`src/rtl/ball_engine.sv`:
```
// One side of a two-screen Pong: paddle, serve, ball flight with wall and paddle
// bounces, and valid/ready hand-off of the ball to and from the opposite side.
module ball_engine #(
  parameter int SCREEN_W      = 640,
  parameter int SCREEN_H      = 480,
  parameter int POS_W         = 10,
  parameter int BALL_SIZE     = 10,
  parameter int PADDLE_HALF_H = 50,
  parameter int PADDLE_W      = 10,
  parameter int PADDLE_X_OFF  = 50,
  parameter int PADDLE_VEL    = 2,
  parameter int VEL_W         = 4,
  parameter int SERVE_VX      = 3,
  parameter int SERVE_VY      = 2
) (
  input  logic             clock,
  input  logic             reset_L,
  input  logic             update_screen,
  input  logic             is_left_player,
  input  logic             joystick_up,
  input  logic             joystick_down,
  input  logic             arcade_button_pressed,
  input  logic             serve_start,
  input  logic             ball_in_valid,
  output logic             ball_in_ready,
  input  logic [POS_W-1:0] ball_in_y,
  input  logic [VEL_W-1:0] ball_in_vx,
  input  logic [VEL_W-1:0] ball_in_vy,
  output logic             ball_out_valid,
  input  logic             ball_out_ready,
  output logic [POS_W-1:0] ball_out_y,
  output logic [VEL_W-1:0] ball_out_vx,
  output logic [VEL_W-1:0] ball_out_vy,
  output logic             miss_valid,
  input  logic             miss_ready,
  output logic [POS_W-1:0] ball_left,
  output logic [POS_W-1:0] ball_top,
  output logic             ball_visible,
  output logic [POS_W-1:0] paddleX,
  output logic [POS_W-1:0] paddleY,
  output logic [4:0]       opp_score
);

  localparam int XW = POS_W + 1;
  typedef logic signed [XW-1:0] coord_t;
  typedef enum logic [2:0] {
    IDLE  = 3'd0,
    SERVE = 3'd1,
    PLAY  = 3'd2,
    SEND  = 3'd3,
    MISS  = 3'd4
  } state_t;

  // Signed one-bit-wider constants for comparisons; POS_W-wide ones for storage.
  localparam coord_t C_ZERO    = coord_t'(0);
  localparam coord_t C_SW      = coord_t'(SCREEN_W);
  localparam coord_t C_BS      = coord_t'(BALL_SIZE);
  localparam coord_t C_BS_M1   = coord_t'(BALL_SIZE - 1);
  localparam coord_t C_SH_M1   = coord_t'(SCREEN_H - 1);
  localparam coord_t C_PH      = coord_t'(PADDLE_HALF_H);
  localparam coord_t C_PVEL    = coord_t'(PADDLE_VEL);
  localparam coord_t C_PMIN    = coord_t'(PADDLE_HALF_H);
  localparam coord_t C_PMAX    = coord_t'(SCREEN_H - 1 - PADDLE_HALF_H);
  localparam coord_t C_FRONT_L = coord_t'(PADDLE_X_OFF + PADDLE_W);
  localparam coord_t C_FRONT_R = coord_t'(SCREEN_W - PADDLE_X_OFF - PADDLE_W);

  localparam logic [POS_W-1:0] P_FRONT_L = POS_W'(PADDLE_X_OFF + PADDLE_W);
  localparam logic [POS_W-1:0] P_FRONT_R = POS_W'(SCREEN_W - PADDLE_X_OFF - PADDLE_W);
  localparam logic [POS_W-1:0] P_ABUT_R  = POS_W'(SCREEN_W - PADDLE_X_OFF - PADDLE_W - BALL_SIZE);
  localparam logic [POS_W-1:0] P_FAR_L   = POS_W'(SCREEN_W - BALL_SIZE);
  localparam logic [POS_W-1:0] P_BOT     = POS_W'(SCREEN_H - BALL_SIZE);
  localparam logic [POS_W-1:0] P_RESET_Y = POS_W'(SCREEN_H / 2);
  localparam logic [POS_W-1:0] P_PMIN    = POS_W'(PADDLE_HALF_H);
  localparam logic [POS_W-1:0] P_PMAX    = POS_W'(SCREEN_H - 1 - PADDLE_HALF_H);
  localparam logic [POS_W-1:0] P_HALF_BS = POS_W'(BALL_SIZE / 2);

  function automatic logic [4:0] sat_inc(input logic [4:0] s);
    return (s == 5'd31) ? 5'd31 : s + 5'd1;
  endfunction

  // Negating the most negative velocity would wrap back to itself, so pin it.
  function automatic logic signed [VEL_W-1:0] neg_sat(input logic signed [VEL_W-1:0] v);
    logic signed [VEL_W-1:0] most_neg;
    most_neg = {1'b1, {(VEL_W-1){1'b0}}};
    return (v == most_neg) ? {1'b0, {(VEL_W-1){1'b1}}} : -v;
  endfunction

  state_t                  state_r, state_nx;
  logic [POS_W-1:0]        paddle_y_r, paddle_y_nx;
  logic [POS_W-1:0]        ball_x_r, ball_x_nx, ball_y_r, ball_y_nx;
  logic [VEL_W-1:0]        vx_r, vx_nx;
  logic signed [VEL_W-1:0] vy_r, vy_nx;
  logic                    dir_r, dir_nx;  // 1 = moving toward larger x
  logic [4:0]              score_r, score_nx;
  logic                    in_ready_r, visible_r, out_valid_r, miss_valid_r;

  coord_t bx, by, py, vx_ext, vy_ext, cand_x, cand_y, front, p_up, p_dn;
  logic toward_own, hit_own_wall, rows_overlap, cross_front, far_wall, top_hit, bot_hit;
  logic [POS_W-1:0]        abut_x, far_x, serve_y, y_bounced;
  logic signed [VEL_W-1:0] vy_bounced;

  assign bx     = {1'b0, ball_x_r};
  assign by     = {1'b0, ball_y_r};
  assign py     = {1'b0, paddle_y_r};
  assign vx_ext = {{(XW-VEL_W){1'b0}}, vx_r};
  assign vy_ext = {{(XW-VEL_W){vy_r[VEL_W-1]}}, vy_r};
  assign cand_x = dir_r ? (bx + vx_ext) : (bx - vx_ext);
  assign cand_y = by + vy_ext;
  assign front  = is_left_player ? C_FRONT_L : C_FRONT_R;
  assign p_up   = py - C_PVEL;
  assign p_dn   = py + C_PVEL;

  assign abut_x  = is_left_player ? P_FRONT_L : P_ABUT_R;
  assign far_x   = is_left_player ? P_FAR_L : {POS_W{1'b0}};
  assign serve_y = paddle_y_r - P_HALF_BS;

  assign toward_own   = is_left_player ? ~dir_r : dir_r;
  assign hit_own_wall = toward_own &&
                        (is_left_player ? (bx <= vx_ext) : (cand_x + C_BS >= C_SW));
  assign rows_overlap = (cand_y <= py + C_PH) && (cand_y + C_BS_M1 >= py - C_PH);
  assign cross_front  = toward_own && rows_overlap &&
                        (is_left_player ? ((bx >= front) && (cand_x <= front))
                                        : ((bx + C_BS <= front) && (cand_x + C_BS >= front)));
  assign far_wall     = !toward_own &&
                        (is_left_player ? (cand_x + C_BS >= C_SW) : (cand_x <= C_ZERO));
  assign top_hit      = (cand_y <= C_ZERO);
  assign bot_hit      = (cand_y + C_BS_M1 >= C_SH_M1);
  assign y_bounced    = top_hit ? {POS_W{1'b0}} : (bot_hit ? P_BOT : cand_y[POS_W-1:0]);
  assign vy_bounced   = (top_hit || bot_hit) ? neg_sat(vy_r) : vy_r;

  // Paddle follows a single joystick once per frame, clamped to the playfield.
  always_comb begin
    paddle_y_nx = paddle_y_r;
    if (update_screen && (joystick_up != joystick_down)) begin
      if (joystick_up) begin
        if (p_up < C_PMIN) paddle_y_nx = P_PMIN;
        else               paddle_y_nx = p_up[POS_W-1:0];
      end else begin
        if (p_dn > C_PMAX) paddle_y_nx = P_PMAX;
        else               paddle_y_nx = p_dn[POS_W-1:0];
      end
    end else begin
      paddle_y_nx = paddle_y_r;
    end
  end

  // Ball state machine: next state and next ball position/velocity.
  always_comb begin
    state_nx  = state_r;
    ball_x_nx = ball_x_r;
    ball_y_nx = ball_y_r;
    vx_nx     = vx_r;
    vy_nx     = vy_r;
    dir_nx    = dir_r;
    score_nx  = score_r;
    case (state_r)
      IDLE: begin
        if (ball_in_valid && in_ready_r) begin
          state_nx  = PLAY;
          ball_x_nx = far_x;
          ball_y_nx = ball_in_y;
          vx_nx     = ball_in_vx;
          vy_nx     = ball_in_vy;
          dir_nx    = ~is_left_player;
        end else if (serve_start) begin
          state_nx  = SERVE;
          ball_x_nx = abut_x;
          ball_y_nx = serve_y;
        end else begin
          state_nx = IDLE;
        end
      end
      SERVE: begin
        ball_x_nx = abut_x;
        ball_y_nx = serve_y;
        if (arcade_button_pressed) begin
          state_nx = PLAY;
          vx_nx    = VEL_W'(SERVE_VX);
          vy_nx    = VEL_W'(SERVE_VY);
          dir_nx   = is_left_player;
        end else begin
          state_nx = SERVE;
        end
      end
      PLAY: begin
        if (!update_screen) begin
          state_nx = PLAY;
        end else if (hit_own_wall) begin
          state_nx = MISS;
          score_nx = sat_inc(score_r);
        end else begin
          ball_y_nx = y_bounced;
          vy_nx     = vy_bounced;
          if (cross_front) begin
            ball_x_nx = abut_x;
            dir_nx    = ~dir_r;
          end else if (far_wall) begin
            ball_x_nx = far_x;
            state_nx  = SEND;
          end else begin
            ball_x_nx = cand_x[POS_W-1:0];
          end
        end
      end
      SEND: begin
        if (out_valid_r && ball_out_ready) state_nx = IDLE;
        else                               state_nx = SEND;
      end
      MISS: begin
        if (miss_valid_r && miss_ready) state_nx = IDLE;
        else                            state_nx = MISS;
      end
      default: state_nx = IDLE;
    endcase
  end

  // State, datapath and registered handshake/visibility flags.
  always_ff @(posedge clock or negedge reset_L) begin
    if (!reset_L) begin
      state_r      <= IDLE;
      paddle_y_r   <= P_RESET_Y;
      ball_x_r     <= {POS_W{1'b0}};
      ball_y_r     <= {POS_W{1'b0}};
      vx_r         <= {VEL_W{1'b0}};
      vy_r         <= {VEL_W{1'b0}};
      dir_r        <= 1'b0;
      score_r      <= 5'd0;
      in_ready_r   <= 1'b0;
      visible_r    <= 1'b0;
      out_valid_r  <= 1'b0;
      miss_valid_r <= 1'b0;
    end else begin
      state_r      <= state_nx;
      paddle_y_r   <= paddle_y_nx;
      ball_x_r     <= ball_x_nx;
      ball_y_r     <= ball_y_nx;
      vx_r         <= vx_nx;
      vy_r         <= vy_nx;
      dir_r        <= dir_nx;
      score_r      <= score_nx;
      in_ready_r   <= (state_nx == IDLE);
      visible_r    <= (state_nx != IDLE);
      out_valid_r  <= (state_nx == SEND);
      miss_valid_r <= (state_nx == MISS);
    end
  end

  assign ball_in_ready  = in_ready_r;
  assign ball_visible   = visible_r;
  assign ball_out_valid = out_valid_r;
  assign miss_valid     = miss_valid_r;
  assign ball_left      = ball_x_r;
  assign ball_top       = ball_y_r;
  assign ball_out_y     = ball_y_r;
  assign ball_out_vx    = vx_r;
  assign ball_out_vy    = vy_r;
  assign paddleX        = is_left_player ? P_FRONT_L : P_FRONT_R;
  assign paddleY        = paddle_y_r;
  assign opp_score      = score_r;

endmodule

```
`config.mk`:
```
export PLATFORM = sky130hd
export DESIGN_NAME = ball_engine
export DESIGN_NICKNAME = d
export VERILOG_FILES = /design/src/rtl/ball_engine.sv
export SDC_FILE = /design/constraint.sdc
export NUM_CORES = 1
export LEC_CHECK = 0
export CAP_MARGIN = 20
export CELL_PAD_IN_SITES_DETAIL_PLACEMENT = 0
export CELL_PAD_IN_SITES_GLOBAL_PLACEMENT = 2
export CORE_UTILIZATION = 34
export CTS_BUF_LIST = sky130_fd_sc_hd__clkbuf_8
export DETAILED_ROUTE_END_ITERATION = 12
export GPL_ROUTABILITY_DRIVEN = 0
export GPL_TIMING_DRIVEN = 1
export PLACE_DENSITY = 0.83
export SLEW_MARGIN = 10
export SYNTH_ARGS = -nofsm -noshare
export SYNTH_HDL_FRONTEND = slang
export SYNTH_SLANG_ARGS = --single-unit
```
`constraint.sdc`:
```
create_clock -name clock -period 10.4 [get_ports clock]
set_input_delay 2.08 -clock clock [delete_from_list [all_inputs] [get_ports clock]]
set_output_delay 2.08 -clock clock [all_outputs]
set_load 0.005 [all_outputs]
```
# Word level (Yosys, flattened, before mapping)
# Cells that the tools add are included.
dict set report word_totals {
  ff_bits 51
  latchBits 0
  ram_bits 0
  rom_bits 0
  inputBits 29
  mem_count 0
}
dict set report op_classes {
  n_addsub 13
  mul 0
  div 0
  magnitude_cmp 13
  eq_ne 16
  shift 0
  n_mux 53
  bitwise 2
  n_reduce_logical 23
}
# cell n
set ops {}
lappend ops {{two-way mux 10 bit} 19}
lappend ops {{case mux 10 bit (3 select lines)} 2}
lappend ops {{<= comparator 11 bit} 3}
lappend ops {{two-way mux 4 bit} 8}
lappend ops {{adder 11 x 5 -> 11 bit, second input constant} 2}
lappend ops {{greater-or-equal comparator 11 bit} 2}
lappend ops {{<= comparator 11 x 1 -> 1 bit, second input constant} 2}
lappend ops {{two-way mux 3 bit} 5}
lappend ops {{case mux 3 bit (5 select lines)} 1}
lappend ops {{!= test 2 bit, second input constant} 6}
lappend ops {{case mux 4 bit (3 select lines)} 1}
lappend ops {{AND reduction 6 bit} 2}
lappend ops {{adder 10 x 2 -> 11 bit, second input constant} 1}
lappend ops {{adder 10 x 4 -> 11 bit} 1}
lappend ops {{adder 10 x 4 -> 11 bit, second input constant} 1}
lappend ops {{adder 10 x 6 -> 11 bit, second input constant} 1}
lappend ops {{adder 11 x 4 -> 11 bit} 1}
lappend ops {{greater-or-equal comparator 11 x 10 -> 1 bit, second input constant} 1}
lappend ops {{greater-or-equal comparator 11 bit, second input constant} 1}
lappend ops {{> comparator 11 x 10 -> 1 bit, second input constant} 1}
lappend ops {{logical AND 1 bit} 11}
lappend ops {{< comparator 11 x 7 -> 1 bit, second input constant} 1}
lappend ops {{two-way mux 11 bit} 1}
lappend ops {{subtractor 10 x 2 -> 11 bit, second input constant} 1}
lappend ops {{other kinds (27)} 45}

# Longest topological paths before layout
# Gate-level depths: netlist of the first run.
dict set report depth {
  word_depth 12
  depth_mapped 22
  mapped_depth_nobuf 22
}

# Worst setup path before layout of the first run
# Ideal clock, no wire load.
dict set report synth_timing {
  path_kind {input to output}
  startpoint {input is_left_player}
  endpoint {output paddleX[9]}
  t_arrival_ns 3.228
  required_time_ns 8.320
  setup_slack_ns 5.092
  stages 3
  path_buffers 2
  cell_sequence {clkbuf_1 > clkinv_1 > buf_4}
}
dict set report synth_between {
  elab_chain_len 1
}
# element line
set synth_lines {}
lappend synth_lines {{start: declaration} 19} ;# input logic is_left_player,
lappend synth_lines {{two-way mux 10 bit} 257} ;# assign paddleX = is_left_player ? P_FRONT_L : P_FRONT_R;
lappend synth_lines {{end: declaration} 39} ;# output logic [POS_W-1:0] paddleX,
# Every way passes these cells.

# Final worst setup path of the first run
dict set report layout_timing {
  startpoint {input is_left_player}
  endpoint {output paddleX[6]}
}
# Same word-level chain as after synthesis.

==> impl_metrics.yaml, run 1 <==
yosys:
  synth_flop_cell: "dfrtp_1"
  async_flop_share_pct: 100
  synth_edf_count: 0
  ys_ff_latch: 51
  ys_top_cells_by_area: "dfrtp_1, ha_1, a21oi_1"
  yosysWarningCount: 0
  netlist_area_um2: 6710
  synth_area_leader_cell: "dfrtp_1"
  yosysSeqAreaShare_pct: 19.1
  postSynthAreaPerCell_um2: 7.86
  synth.most_common_cell: "ha_1"
  synth_cell_types: 95
  syn_inst: 854
  netlist.area_leader.share_pct: 17.5
  synth_commonest_cells: "ha_1, a21oi_1, nor2_1, nand2_1, o21ai_0"
clock_tree:
  clk_pin_slew_ps: 110
  hold_buffers: 0
  tritoncts: "yes"
  cts_sinks: 51
  clockBufferDepth: 2
  cts_setup_buffers: 0
  cts_htree_levels: 2
  clock_latency_ps: 320
  post_cts_resized: 0
  cts_made_buffers: 5
  root_buffer: "clkbuf_8"
routing:
  dr.pass1.iters: 6
  ant_nets: 0
  vias_per_cell: 5.55
  drcViolationCount: 0
  wl_per_cell_um: 18.4
  drt-total-wl_mm: 21.6
  drt_iter0_markers: 482
  vias: 6509
worst_setup_path:
  slowest_delay_ps: 1120
  start_kind: "input pin"
  worstPathRequired_ps: 8320
  crit_fanout: 22
  criticalPathCategory: "in2out"
  cp_common_cell: "clkdlybuf4s50_1"
  r2r_setup_slack_ps: 4890
  end_kind: "output port"
  critical_path.slowest_cell: "clkdlybuf4s50_1"
  reg2reg_depth: 16
  r2r-end: "ball_left[4]$_DFFE_PN0P_"
  cp.arrival_ps: 4800
  path_cells: "clkdlybuf4s50_1, clkinv_1, clkdlybuf4s50_1"
  rr_startpoint: "ball_left[1]$_DFFE_PN0P_"
global_route:
  grt_pass1_wl_mm: 34.4
  antenna_found_initial: 0
  grt_overflow: 0
  grt_start_max_net_pins: 52
  grt_pass1_vias: 6284
  grt_usage_pct: 21.7
layout:
  synthToLayoutAreaGrowth_pct: 16.6
  final_nets: 1017
  seqCellArea_um2: 1280
  drive_gt1_share_pct: 5.84
  fillers: 2095
  insertedDiodeCount: 0
  multi_input_area_um2: 4970
timing:
  max_clock_freq_mhz: 145
  rsz0062_at_grt: "no"
  finalSetupViolCount: 0
  fin_skew_ps: 7.65
  min_period_ps: 6880
  finalHoldViolCount: 0
  finalSetupTns_ps: 0
  slew_headroom_pct: 34.3
  tightest_slew_ps: 982
  timing.final.crit_share_pct: 66.2
  drv_slew: 0
min_path:
  worstHoldPathType: "reg2reg"
  worstHoldStart: "opp_score[4]$_DFFE_PN0P_"
  hold_path_depth: 1
  worstHoldEndpoint: "opp_score[4]$_DFFE_PN0P_"
floorplanning:
  row_count: 51
  core_area_um2: 19400
  start_util_pct: 34.6
  ios: 96
  fp.dieArea_um2: 20300
  die_width_um: 142
  die_h_um: 142
outcome:
  outcome: "finished clean"
placed_design:
  dp.final_hpwl_mm: 16.6
  port-buffer-count: 90
flow_run:
  max-cap-violations: 0
## cell families after synthesis
logic type | share of synthesized area [%]
and+or+nand+nor | 21.7
buffers and inverters | 7.07
other | 0.112
muxes | 0.690
xor gates and xnor gates | 7.31
adders and majority gates | 15.4
AOI/OAI and AO/OA | 28.6
DFF | 19.1
## critical path: cells and delay by family
kind | cells | cell delay, ps
buf+inv | 3 | 2720
## per-stage QoR
step | util (%) | cell area (um^2) | hold slack (ps) | cells | setup WS, ps
6_report | 40.3 | 7820 | 564 | 1173 | 3520
4_1_cts | 40.3 | 7820 | 568 | 1173 | 3510
5_1_grt | 40.3 | 7820 | 619 | 1173 | 3330
3_5_place_dp | 39.7 | 7700 | 537 | 1165 | 3400
2_1_floorplan | - | 6720 | 516 | 857 | 5090
3_3_place_gp | 39.7 | 7700 | 539 | 1165 | 3450
## flip-flops by register name, indices dropped and copies added (netlist names), 3 cells and up
register     flops
ball_out_vy      4
ball_out_y      10
ball_left       10
ball_out_vx      4
paddleY         10
state_r          3
opp_score        5
## routing by layer
layer	track usage, %	part of all wire (%)
met5	0	0
met4	5.89	1.9
met3	1.92	3.7
met2	38.6	49
met1	28.0	45
## worst max-delay path by stage
stage / from / to / depth (start not counted)
floorplan: is_left_player / paddleX[9] / 3
global placement: is_left_player / ball_left[3]$_DFFE_PN0P_ / 12
detailed placement: is_left_player / ball_left[4]$_DFFE_PN0P_ / 12
CTS: is_left_player / paddleX[6] / 3
global route: is_left_player / paddleX[9] / 3
finish: is_left_player / paddleX[6] / 3
## cell usage in the layout (no fill, tap or decap), drive strengths merged, types with 16 or more instances in the layout
master | Yosys | routed
a21oi | 75 | 75
clkdlybuf4s50 | 0 | 89
dfrtp | 47 | 47
ha | 78 | 78
inv | 48 | 49
nand2 | 66 | 66
nand2b | 16 | 16
nand3 | 29 | 29
nor2 | 72 | 72
nor3 | 19 | 19
o21a | 21 | 21
o21ai | 51 | 51
xnor2 | 36 | 36
xor2 | 17 | 17
## final cells by class
| type | count | area share (%) |
|---|---|---|
| Clock inverter | 2 | 0.496 |
| Tap cell | 265 | 4.24 |
| Clock buffer | 6 | 1.06 |
| Timing Repair Buffer | 95 | 11.9 |
| Multi-Input combinational cell | 704 | 63.5 |
| Sequential cell | 51 | 16.4 |
| Inverter | 50 | 2.40 |
Power of run 1 is left out: the tool's default activity adds up to more than one toggle a clock period on the data nets, which glitch-free logic cannot reach.
==> inputs of run 2 (changes only) <==
- CORE_UTILIZATION: 34 -> 30
- PLACE_DENSITY: 0.83 -> 0.78
- clock period: 10.4 -> 6.3 ns (I/O delays scaled with it)
==> run 2 against run 1 <==
Compared with the run above:
- critical path depth rose by 16
- utilization fell by 4.6 points
- sequential share of layout area hardly changed
- worst hold slack improved by 3.2 ps
- final cell count up 1.4%
- design area about the same
- non-clock buffer count up 1
- setup slack got worse by 2600 ps
- count of clock-buffer cells in the layout down 1
- clock skew is 9.0 ps higher
- first-iteration DRC count down 8.5%
- highest routed layer unchanged
==> impl_metrics.yaml, run 2 (synthesis gave the netlist of run 1 again) <==
routing:
  vias: 6578
  dr.pass1.iters: 6
  wl_per_cell_um: 19.1
  drcViolationCount: 0
  drt-total-wl_mm: 22.8
  ant_nets: 0
  drt_iter0_markers: 441
  vias_per_cell: 5.53
placed_design:
  place_ws_ps: 1040
  dp.final_hpwl_mm: 17.5
  port-buffer-count: 90
worst_setup_path:
  slowest_delay_ps: 720
  cp.arrival_ps: 5620
  end_kind: "register"
  start_kind: "register"
  criticalPathCategory: "reg2reg"
  path_cells: "ha_1, o21a_1, o31a_1, a21oi_1, a21boi_0, and3_1, nand3_1, xnor2_1, ha_1, nand3_1, nor3_1, o21a_1, o21ai_0, a221oi_1, o211ai_1, nor3_1, nor2_1, a21oi_1, a2bb2oi_1"
  crit_fanout: 14
  critical_path.slowest_cell: "dfrtp_1"
  worstPathRequired_ps: 6560
floorplanning:
  row_count: 54
  fp.dieArea_um2: 23000
  start_util_pct: 30.7
  core_area_um2: 21900
  die_h_um: 152
  die_width_um: 152
  ios: 96
timing:
  worst_slack_ps: 942
  drv_slew: 0
  finalSetupViolCount: 0
  slew_headroom_pct: 39.2
  finalSetupTns_ps: 0
  finalHoldViolCount: 0
  fin_skew_ps: 16.6
  max_clock_freq_mhz: 187
  tightest_slew_ps: 909
  rsz0062_at_grt: "no"
  min_period_ps: 5360
  timing.final.crit_share_pct: 85.0
layout:
  drive_gt1_share_pct: 5.94
  insertedDiodeCount: 0
  synthToLayoutAreaGrowth_pct: 16.6
  final_nets: 1018
  final_cell_mix: "clkdlybuf4s50_1, ha_1, nor2_1, a21oi_1, nand2_1"
  fillers: 2359
  final_common_cell: "clkdlybuf4s50_1"
clock_tree:
  hold_buffers: 0
  tritoncts: "yes"
  clockBufferDepth: 2
  clock_latency_ps: 340
  cts_setup_buffers: 0
  root_buffer: "clkbuf_8"
  cts_made_buffers: 5
  post_cts_resized: 0
  cts_sinks: 51
  clk_pin_slew_ps: 130
  cts_htree_levels: 2
global_route:
  grt_usage_pct: 20.1
  grt_start_max_net_pins: 52
  grt_pass1_vias: 6055
  grt_pass1_wl_mm: 35.3
  grt_overflow: 0
  antenna_found_initial: 0
outcome:
  outcome: "finished clean"
flow_run:
  max-cap-violations: 0
min_path:
  worstHoldPathType: "reg2reg"
[run 2: layout make-up]
cell class	count	area (um^2)	area share, %
Clock buffer	5	68.8	0.880
Multi-Input combinational cell	704	4970	63.5
Clock inverter	3	28.8	0.368
Sequential cell	51	1280	16.4
Timing Repair Buffer	96	941	12.0
Inverter	50	188	2.40
Tap cell	280	350	4.48
[run 2: per-layer routing]
layer	up-vias	routed length [um]	track usage, %
met3	22	1080	2.57
li1	3222	-	-
met1	3134	10400	26.9
met2	200	10900	34.1
met5	-	0	0
met4	0	380	4.85
[run 2: stage by stage]
step / cell area (um^2) / hold slack, ps / util [%] / std cells
finish: 7820 / 567 / 35.7 / 1189
CTS: 7820 / 568 / 35.7 / 1189
detailed placement: 7730 / 539 / 35.3 / 1181
floorplan: 6720 / 516 / - / 857
global route: 7820 / 595 / 35.7 / 1189
global placement: 7730 / 538 / 35.3 / 1181
[run 2: path summary, 6_finish.rpt]
kind	start	endpoint	slack, ps	depth (start not counted)
max	ball_out_vy[3]$_DFFE_PN0P_	ball_left[1]$_DFFE_PN0P_	940	19
min	ball_left[0]$_DFFE_PN0P_	ball_left[0]$_DFFE_PN0P_	570	2
max reg2reg	ball_out_vy[3]$_DFFE_PN0P_	ball_left[1]$_DFFE_PN0P_	940	19
min reg2reg	ball_left[0]$_DFFE_PN0P_	ball_left[0]$_DFFE_PN0P_	570	2
max in group asynchronous	reset_L	ball_out_y[4]$_DFFE_PN0P_	4730	2
min in group asynchronous	reset_L	paddleY[2]$_DFFE_PN0P_	1060	2
[run 2: worst max-delay path, delay by kind of cell, from the launching register on]
| kind | cells | cell delay [ps] |
|---|---|---|
| AND/OR/NAND/NOR | 6 | 1030 |
| flip-flops | 1 | 720 |
| adder cells (fa/ha/maj) | 2 | 710 |
| XOR/XNOR | 1 | 180 |
| AO/OA/AOI/OAI | 10 | 2640 |
Power of run 2 is left out for the same reason.
==> inputs of run 3 (changes only) <==
- ABC_CLOCK_PERIOD_IN_PS: default -> 6300
- CORE_MARGIN: default -> 2
- GPL_TIMING_DRIVEN: 1 -> 0
==> run 3 against run 2 <==
Compared with the run above:
- flip-flop and latch count unchanged
- register-to-register slack lost 230 ps
- highest routed layer unchanged
- global-route usage decreased by 0.48 points
==> impl_metrics.yaml, run 3 (synthesis gave the netlist of run 1 again) <==
worst_setup_path:
  reg2reg_depth: 17
  slowest_delay_ps: 850
  rr_startpoint: "ball_left[0]$_DFFE_PN0P_"
  crit_fanout: 13
  r2r_setup_slack_ps: 710
  crit_family: "buffers and inverters"
  path_depth: 13
  criticalPathCategory: "in2reg"
  critical_path.slowest_cell: "clkdlybuf4s50_1"
  cp.arrival_ps: 6010
  start_kind: "input pin"
  critical_path_buf_inv_count: 3
  worstPathRequired_ps: 6540
  r2r-end: "ball_left[4]$_DFFE_PN0P_"
  end_kind: "register"
  path_cells: "clkdlybuf4s50_1, clkbuf_1, clkinvlp_4, ha_1, nor2b_1, o21ai_0, a21oi_1, or3_1, o311ai_0, nor2_1, o31ai_4, nand3_1, a22o_1"
routing:
  dr.pass1.iters: 5
  ant_nets: 0
  drt_iter0_markers: 489
  wl_per_cell_um: 19.0
  vias: 6781
  drt-total-wl_mm: 23.6
  vias_per_cell: 5.48
  drcViolationCount: 0
floorplanning:
  start_util_pct: 30.7
  row_count: 54
  die_h_um: 154
  core_area_um2: 21900
  fp.dieArea_um2: 23600
  ios: 96
  die_width_um: 154
clock_tree:
  cts_htree_levels: 2
  clock_latency_ps: 340
  clockBufferDepth: 2
  root_buffer: "clkbuf_8"
  hold_buffers: 0
  tritoncts: "yes"
  clk_pin_slew_ps: 120
  cts_sinks: 51
  cts_made_buffers: 5
timing:
  timing.final.crit_share_pct: 91.5
  rsz0062_at_grt: "no"
  tightest_slew_ps: 839
  drv_slew: 0
  hold_ws_ps: 556
  finalSetupViolCount: 0
  slew_headroom_pct: 43.7
  finalSetupTns_ps: 0
  finalHoldViolCount: 0
  fin_skew_ps: 13.5
  max_clock_freq_mhz: 174
  min_period_ps: 5760
global_route:
  grt_use_met1_pct: 26.7
  top_usage_layer: "met2"
  grt_overflow: 0
  grtUsageMet2_pct: 33.5
  antenna_found_initial: 0
  use_met3_pct: 2.20
  grt_pass1_wl_mm: 37.1
  grt_start_max_net_pins: 52
  grt_pass1_vias: 6500
  grt_usage_pct: 19.6
min_path:
  worstHoldStart: "opp_score[4]$_DFFE_PN0P_"
  worstHoldEndpoint: "opp_score[4]$_DFFE_PN0P_"
  worstHoldPathType: "reg2reg"
  hold_path_depth: 1
layout:
  final_common_cell: "clkdlybuf4s50_1"
  design_area_um2: 8070
  final_cell_mix: "clkdlybuf4s50_1, ha_1, nor2_1, a21oi_1, nand2_1"
  final_nets: 1067
  fillers: 2416
  drive_gt1_share_pct: 8.25
  insertedDiodeCount: 0
  synthToLayoutAreaGrowth_pct: 20.3
outcome:
  outcome: "finished clean"
flow_run:
  max-cap-violations: 0
placed_design:
  port-buffer-count: 90
  dp.final_hpwl_mm: 18.4
  placedInstanceArea_um2: 7980
run 3: cell types whose count changed in the layout (fill, tap and decap cells not counted), moves of 2 or more:
cell        previous run  this run
clkinv_4               2         0
buf_1                  0         4
clkinvlp_4             0         2
clkbuf_1               0        20
buf_4                  6        21
buf_2                  1         8
run 3: area by class of cell:
cell class	instances	area, um^2	share of cell area, %
Multi-Input combinational cell	704	4970	61.5
Clock buffer	5	68.8	0.852
Timing Repair inverter	1	5.00	0.0620
Inverter	50	191	2.37
Tap cell	280	350	4.34
Clock inverter	3	16.3	0.201
Buffer	52	287	3.55
Timing Repair Buffer	92	908	11.3
Sequential cell	51	1280	15.9
run 3: worst max path at each step:
stage	from	endpoint	slack, ps
finish	is_left_player	ball_left[4]$_DFFE_PN0P_	540
global route	is_left_player	ball_left[8]$_DFFE_PN0P_	190
CTS	is_left_player	ball_left[4]$_DFFE_PN0P_	40
detailed placement	is_left_player	ball_left[4]$_DFFE_PN0P_	-330
global placement	is_left_player	ball_left[4]$_DFFE_PN0P_	-290
floorplan	is_left_player	ball_left[4]$_DFFE_PN0P_	1870
run 3: timing repair:
item / CTS / global route
gates resized for setup: 0 / 1
setup buffers: 0 / 0
endpoints found under the setup margin: 0 / 8
run 3: per-layer routing:
layer | part of all wire [%] | wire length (um)
met1 | 45 | 10700
met2 | 49 | 11600
met3 | 4.2 | 979
met4 | 1.6 | 368
met5 | 0 | 0
run 3: per-stage QoR:
stage / cells / util, % / setup WS (ps)
floorplan: 857 / - / 1870
global placement: 1227 / 36.4 / -293
detailed placement: 1229 / 36.5 / -328
CTS: 1237 / 36.8 / 42.7
global route: 1238 / 36.9 / 190
finish: 1238 / 36.9 / 537
run 3: worst reg2reg max path: stages, from the launching register on:
cell and delay, ps:
dfrtp_1 500, inv_1 130, ha_1 220, fa_1 440, nand3b_1 220, nand3_1 90, o31ai_1 90, xnor2_1 640
o211ai_1 300, nor4_1 540, xnor2_1 130, ha_1 210, or3_1 370, o311ai_0 670, nor2_1 160, o31ai_4 440
nand3_1 120, a22o_1 220
Power of run 3 is left out for the same reason.
